`src/rtl/lenet_pkg.sv`:
```
// lenet_pkg: shared state encoding and layer index constants for the LeNet accelerator
package lenet_pkg;
  localparam int N_LAYERS_DEF = 5;
  localparam int L_CONV1 = 0;
  localparam int L_POOL1 = 1;
  localparam int L_CONV2 = 2;
  localparam int L_POOL2 = 3;
  localparam int L_FC = 4;
  typedef enum logic [2:0] {S_IDLE, S_CLR, S_GAP, S_RUN, S_NEXT, S_DONE, S_ERR} state_t;
endpackage

```
`src/rtl/lenet_watchdog.sv`:
```
// lenet_watchdog: saturating run-cycle counter that flags an engine hang
module lenet_watchdog #(
  parameter int TO_W = 20,
  parameter logic [TO_W-1:0] LIMIT = '1
) (
  input  logic clk,
  input  logic rst,
  input  logic clr,
  input  logic en,
  output logic expired
);
  logic [TO_W-1:0] cnt;
  logic [TO_W:0] cnt_inc;
  assign cnt_inc = {1'b0, cnt} + (TO_W+1)'(1);
  // expired looks at the count this cycle completes, so RUN lasts exactly LIMIT cycles
  assign expired = en && (cnt_inc >= {1'b0, LIMIT});
  // count RUN cycles, holding at all-ones instead of wrapping
  always_ff @(posedge clk) begin
    if (rst || clr) cnt <= '0;
    else if (en && cnt != '1) cnt <= cnt_inc[TO_W-1:0];
  end
endmodule

```
`src/rtl/lenet_layer_sched.sv`:
```
// lenet_layer_sched: sequences the LeNet layer engines and hands them the shared fm BRAM
module lenet_layer_sched
  import lenet_pkg::*;
#(
  parameter int N_LAYERS = N_LAYERS_DEF,
  parameter int TO_W = 20,
  parameter logic [TO_W-1:0] TO_LIMIT = 20'hF_FFFF
) (
  input  logic clk,
  input  logic rst,
  input  logic start,
  input  logic abort,
  input  logic [N_LAYERS-1:0] layer_finish,
  output logic [N_LAYERS-1:0] layer_rst,
  output logic [N_LAYERS-1:0] layer_en,
  output logic [2:0] bram_sel,
  output logic [2:0] cur_layer,
  output logic busy,
  output logic done,
  output logic error
);
  state_t state, state_n;
  logic [2:0] k, k_n;
  logic expired;
  logic [N_LAYERS-1:0] onehot_n;
  assign onehot_n = N_LAYERS'(1) << k_n;
  lenet_watchdog #(.TO_W(TO_W), .LIMIT(TO_LIMIT)) u_wd (
    .clk(clk),
    .rst(rst),
    .clr(state == S_CLR),
    .en(state == S_RUN),
    .expired(expired)
  );
  // state and layer index registers
  always_ff @(posedge clk) begin
    if (rst) begin
      state <= S_IDLE;
      k <= 3'(L_CONV1);
    end else begin
      state <= state_n;
      k <= k_n;
    end
  end
  // next state: abort beats finish and timeout, and also blocks a same-cycle start
  always_comb begin
    state_n = state;
    k_n = k;
    case (state)
      S_IDLE, S_DONE, S_ERR: begin
        if (start && !abort) begin
          state_n = S_CLR;
          k_n = 3'(L_CONV1);
        end else if (state == S_DONE) state_n = S_IDLE;
      end
      S_CLR: state_n = abort ? S_ERR : S_GAP;
      S_GAP: state_n = abort ? S_ERR : S_RUN;
      S_RUN: state_n = abort ? S_ERR : layer_finish[k] ? S_NEXT : expired ? S_ERR : S_RUN;
      S_NEXT: begin
        if (abort) state_n = S_ERR;
        else if (k == 3'(N_LAYERS-1)) state_n = S_DONE;
        else begin
          state_n = S_CLR;
          k_n = k + 3'd1;
        end
      end
      default: state_n = S_IDLE;
    endcase
  end
  // outputs decoded from the next state so every output comes straight from a flop
  always_ff @(posedge clk) begin
    if (rst) begin
      layer_rst <= '0;
      layer_en <= '0;
      bram_sel <= '0;
      cur_layer <= '0;
      busy <= 1'b0;
      done <= 1'b0;
      error <= 1'b0;
    end else begin
      layer_rst <= (state_n == S_CLR) ? onehot_n : '0;
      layer_en <= (state_n == S_RUN) ? onehot_n : '0;
      bram_sel <= k_n;
      cur_layer <= k_n;
      busy <= state_n inside {S_CLR, S_GAP, S_RUN, S_NEXT};
      done <= state_n == S_DONE;
      error <= state_n == S_ERR;
    end
  end
endmodule

```
`config.mk`:
```
export PLATFORM = sky130hd
export DESIGN_NAME = lenet_layer_sched
export DESIGN_NICKNAME = d
export VERILOG_FILES = /design/src/rtl/lenet_pkg.sv /design/src/rtl/lenet_watchdog.sv /design/src/rtl/lenet_layer_sched.sv
export SDC_FILE = /design/constraint.sdc
export NUM_CORES = 1
export LEC_CHECK = 0
export BUFFER_PORTS_ARGS = -buffer_cell sky130_fd_sc_hd__buf_2
export CORE_ASPECT_RATIO = 1.25
export CORE_MARGIN = 2
export CORE_UTILIZATION = 40
export CTS_BUF_LIST = sky130_fd_sc_hd__clkbuf_8 sky130_fd_sc_hd__clkbuf_16
export DETAILED_ROUTE_END_ITERATION = 10
export SYNTH_ARGS = -nofsm -noshare
export SYNTH_HDL_FRONTEND = slang
export SYNTH_HIERARCHICAL = 1
export SYNTH_SLANG_ARGS = --single-unit
```
`constraint.sdc`:
```
create_clock -name clk -period 3.6 [get_ports clk]
set_clock_uncertainty 0.05 [all_clocks]
set_input_delay 0.9 -clock clk [delete_from_list [all_inputs] [get_ports clk]]
set_output_delay 0.9 -clock clk [all_outputs]
set_load 0.03 [all_outputs]
```
Word level (Yosys, flattened, before mapping):

Index checks and enable logic that the tools add are counted.

* $add $sub $neg: 2
* $lt $le $gt $ge: 2
* eq/ne operators: 14
* shifts and indexed selects: 1
* mux-type cells: 16
* bitwise logic cells: 2
* reductions and logical operators: 10

Operator list (count)
* 3-bit 2-to-1 mux: 12
* 20-bit by 1-bit adder with 21-bit output (second input constant): 1
* 3-bit equality test (second input constant): 7
* 21-bit by 20-bit >= comparator with 1-bit output (second input constant): 1
* 20-bit inequality test (second input constant): 1
* 3-bit case mux with 5 select lines: 1
* 3-bit by 2-bit equality test with 1-bit output (second input constant): 4
* 3-bit by 1-bit equality test with 1-bit output (second input constant): 2
* 3-bit case mux with 2 select lines: 1
* 1-bit by 3-bit << shifter with 5-bit output (first input constant): 1
* 3-bit by 4-bit less-than comparator with 1-bit output (second input constant): 1
* 4-bit nonzero test: 1
* 2-bit OR reduction: 2
* 3-bit by 1-bit adder with 3-bit output (second input constant): 1
* 1-bit binary-select mux with 3-bit select: 1
* 1-bit logical AND: 3
* 3-bit logical NOT: 1
* 3-bit OR reduction: 1
* 1-bit NOT: 2
* 1-bit logical NOT: 1
* 1-bit logical OR: 1
* 1-bit 2-to-1 mux: 1

* flip-flop bits (word level): 39
* input port bits: 9
* output and inout bits: 19

Longest topological paths before layout:

* depth after elaboration: 10
* gate-level depth with buffers: 15
* mapped depth without buffers: 13

Modules after synthesis:

Netlist, hierarchy kept.

Modules (own cells, without submodules)
* lenet_watchdog: instances 1, cells an instance 161, area an instance 1426.4 µm², seq. area each 400.4 µm²
* lenet_layer_sched: instances 1, cells an instance 120, area an instance 1048.5 µm², seq. area each 380.4 µm²

Worst setup path before layout:

Ideal clock, no wire load.

* path type: register to register
* from: reg state[0]
* to: reg busy
* setup time: 0.114 ns
* arrival: 2.659 ns
* data required time: 3.436 ns
* slack: 0.777 ns
* stages on the path, launching flop included: 16
* buffers on the path: 3
* cell sequence: dfxtp_1 > buf_2 > and2_1 > nor2b_1 > clkbuf_8 > nand2_1 > or4_1 > a2111oi_2 > nand4_1 > o21ai_1 > nor2_1 > o211ai_1 > a222oi_1 > buf_4 > xor2_1 > nor2_1

* longest elaborated chain between the ends: 8
* elaborated cells on any way between the ends: 20

RTL lines
* from (decl): RTL line lenet_layer_sched.sv:22 `state_t state, state_n;`
* from (signal assigned): RTL line lenet_layer_sched.sv:40 `state <= state_n;`
* 3-bit by 2-bit equality test with 1-bit output (*): RTL line lenet_layer_sched.sv:31 `.en(state == S_RUN),`
* 1-bit logical AND (*): RTL line lenet_watchdog.sv:16 `assign expired = en && (cnt_inc >= {1'b0, LIMIT});`
* via expired: RTL line lenet_layer_sched.sv:24 `logic expired;`
* 3-bit 2-to-1 mux (*) (3 in a row): RTL line lenet_layer_sched.sv:57 `S_RUN: state_n = abort ? S_ERR : layer_finish[k] ? S_NEXT : expired ? S_ERR : S_RUN;`
* 3-bit case mux with 5 select lines (*): RTL line lenet_layer_sched.sv:48 `case (state)`
* 3-bit by 1-bit equality test with 1-bit output, or another cell as far along: RTL line lenet_layer_sched.sv:84 `busy <= state_n inside {S_CLR, S_GAP, S_RUN, S_NEXT};`
* 4-bit nonzero test (*): RTL line lenet_layer_sched.sv:84
* to (signal assigned): RTL line lenet_layer_sched.sv:84
* to (decl): RTL line lenet_layer_sched.sv:18 `output logic busy,`

Mark *: on every way through the listed nets, which the timed path passes. The rest lies on a longest branch.
A chain may end at the register's enable or synchronous reset.

Worst setup path in the final report:

* from: reg u_wd.cnt[0]
* to: reg layer_en[0]

* longest elaborated chain between the ends: 10

RTL lines
* from (decl): RTL line lenet_watchdog.sv:12 `logic [TO_W-1:0] cnt;`
* from (signal assigned): RTL line lenet_watchdog.sv:20 `else if (en && cnt != '1) cnt <= cnt_inc[TO_W-1:0];`
* 20-bit by 1-bit adder with 21-bit output: RTL line lenet_watchdog.sv:14 `assign cnt_inc = {1'b0, cnt} + (TO_W+1)'(1);`
* 21-bit by 20-bit >= comparator with 1-bit output: RTL line lenet_watchdog.sv:16
* 1-bit logical AND: RTL line lenet_watchdog.sv:16
* via expired: RTL line lenet_layer_sched.sv:24
* 3-bit 2-to-1 mux (3 in a row): RTL line lenet_layer_sched.sv:57
* 3-bit case mux with 5 select lines: RTL line lenet_layer_sched.sv:48
* 3-bit by 2-bit equality test with 1-bit output: RTL line lenet_layer_sched.sv:81 `layer_en <= (state_n == S_RUN) ? onehot_n : '0;`
* 1-bit NOT (no line)
* 2-bit OR reduction (no line)
* to (signal assigned): RTL line lenet_layer_sched.sv:81
* to (decl): RTL line lenet_layer_sched.sv:15 `output logic [N_LAYERS-1:0] layer_en,`

The timed path passes the listed nets, and every way through them passes these cells.

==> out/metrics.cfg <==
[outcome]
outcome = finished, final reports clean

[critical_path]
cp.required_ns = 3.75
startpoint_type = flop
worstSetupPathType = flop to flop
crit_top_cell = buf_4
slowest_delay_ns = 0.55
reg2reg_slack_ns = 0.50
crit_path_end_kind = flop
arrival_ns = 3.25
crit_path_top_delay_cell = dfxtp_1
crit_buf_inv = 2
crit_fanout = 12
critical_path.cell_chain = ha_1, nand3_1, nor3_2, buf_4, o21ai_0, a32oi_1, o21ai_1, nor2_1, o211ai_1, a222oi_1, buf_4, nand2_1, nor4_2
crit_family = compound AO/OA/AOI/OAI gates

[grt]
grt.overflow.total = 0
track_usage_pct = 17.40
antenna_found_initial = 0
grt_max_degree = 21
grt_use_met1_pct = 20.50
grt_pass1_vias = 1966
met2_usage_pct = 30.13
grt.met3_usage_pct = 4.286
grt_pass1_wl_um = 9384
busiest_layer = met2

[place]
port_buffers = 27
dp_hpwl_um = 4063
gp_congestion = 0.8405
dp.cells = 376
place_area_um2 = 2595

[floorplan]
fp.dieH_um = 91.95
num_rows = 32
ioPinCount = 28
start_util_pct = 40.67
die_w_um = 74.36
coreArea_um2 = 6086
die-area_um2 = 6837

[timing]
final_hold_viol_count = 0
setup_viol = 0
worst_slew_pin_slew_ns = 0.5725
slew_viol_final = 0
min_period_ns = 3.097
min_period_over_period_pct = 86.02
fmax_ghz = 0.3229
tns_ns = 0
rsz0062_at_grt = no
slew_headroom_pct = 61.35

[clocking]
clk_latency_ns = 0.30
post_cts_resized = 0
htreeDepth = 2
post_cts_buffers = 0
clock-sinks = 39
root_buffer = clkbuf_8
hold_buffers = 0
clockBufferDepth = 2
cts_tree = yes
numCtsBuffers = 5
path_clk_slew_ns = 0.08

[power]
p_total_mw = 0.9284
comb_power_share_pct = 17.3
pwr-share-clk_pct = 33.2
switchingPower_mw = 0.2871
power_frac_seq_pct = 49.5
p_sw_share_pct = 30.92
power.density_nw_per_um2 = 345.5
vdd_drop_max_mv = 0.2310
p_int_mw = 0.6413
p_leak_nw = 0.9617

[detailed_routing]
num_vias = 2048
via_per_inst = 5.333
drt_iter0_drc = 78
wirelength_um = 5417
first_pass_iters = 4
drtAntennaViolNets = 0
route.detailed.drc = 0
post_drt_wl_per_cell_um = 14.11

[synthesis]
synthArstFlopShare_pct = 0
synth_edf_count = 0
synth_top_cells_by_area = dfxtp_1, nor2_1, xor2_1, xnor2_1, nand2_1
synth_seq_cells = 39
synth_top_area_share_pct = 31.55
syn-mean-instance-area_um2 = 8.807
synth_ff_type = dfxtp_1
synth_cells = 281
yosysUniqueCellTypes = 72
synth_nets = 294
syn_area_um2 = 2475
yosysTopAreaCell = dfxtp_1
seq_area_frac_synth_pct = 31.55
ys.warnings.count = 6

[finish]
final_cell_mix = dfxtp_1, nor2_1, buf_2, nand2_1
fin_area_um2 = 2688
multi_input_area_um2 = 1516
antennaDiodeCount = 0
synthToLayoutAreaGrowth_pct = 8.595
final_common_cell = dfxtp_1
fin_cells = 384
seq_area_um2 = 780.7
nNetsFinal = 311
utilization_pct = 44.16
fillers = 648
layout-drive-gt1-share_pct = 22.07

[job]
drv_cap = 0

[min_path]
hold_path.class = flop to flop

-- cell usage after synthesis, types with 6 or more instances --
library cell  number
dfxtp_1           39
nor2_1            34
nand2_1           21
a21oi_1           11
xor2_1            11
xnor2_1           10
inv_1              9
nand4_1            8
nand2b_1           7
buf_4              6
nor2b_1            6
o21ai_0            6
-- cell type report --
class                      count  area share, %
multi-input combinational    213          56.42
sequential                    39          29.05
timing repair buffer          30          5.866
tap                           85          3.957
clock buffer                   5          2.561
inverter                       9          1.257
clock inverter                 3         0.8845
-- logic make-up (layout without fill, tap and decap cells) --
family                   count (synthesis)  after routing  share of synthesized area, %
adder cells (fa/ha/maj)                  4              4                         2.022
AO/OA/AOI/OAI                           59             59                         18.40
AND/OR/NAND/NOR                        125            125                         31.80
flip-flops                              39             39                         31.55
buffers and inverters                   29             47                         7.179
multiplexers                             4              4                         1.618
XOR/XNOR                                21             21                         7.431
-- path summary, 6_finish.rpt --
| path | from | to | depth (start not counted) |
|---|---|---|---|
| hold / removal | u_wd/cnt[19] | u_wd/cnt[19] | 2 |
| setup reg to reg | u_wd/cnt[0] | layer_en[0] | 13 |
| setup / recovery | u_wd/cnt[0] | layer_en[0] | 13 |
| hold reg to reg | u_wd/cnt[19] | u_wd/cnt[19] | 2 |
-- worst register-to-register path: cells and delay by family (launching register included) --
kind                       cells  cell delay, ns
and+or+nand+nor                5            0.81
adders and majority gates      1            0.35
AOI/OAI and AO/OA              5            0.83
DFF                            1            0.55
buffers and inverters          2            0.40
-- state kept, by name (all words and copies together), names as in the netlist --
register	flops
done	1
error	1
state	3
layer_rst	5
layer_en	5
busy	1
u_wd/cnt	20
cur_layer	3
-- through the flow --
stage                     worst slack (ns)  hold WS (ns)
after CTS                           0.4730        0.4642
after global routing               0.09075        0.4796
after detailed placement            0.4866        0.4493
after global placement              0.5164        0.4352
final                               0.5034        0.4620
after floorplan                     0.7770        0.4168
-- power by group through the flow --
stage	sequential (mW)	clock, mW	combinational, mW
5_1_grt	0.462	0.330	0.180
3_3_place_gp	0.470	0	0.161
2_1_floorplan	0.478	0	0.126
3_5_place_dp	0.470	0	0.162
4_1_cts	0.459	0.322	0.163
6_report	0.459	0.308	0.161
-- routing by layer --
layer,share of wire [%],vias to the layer above
met5,0,-
met4,1.4,0
met3,3.5,7
met2,54,32
met1,42,960
li1,-,1049
Power figures use the tool's default switching activity.
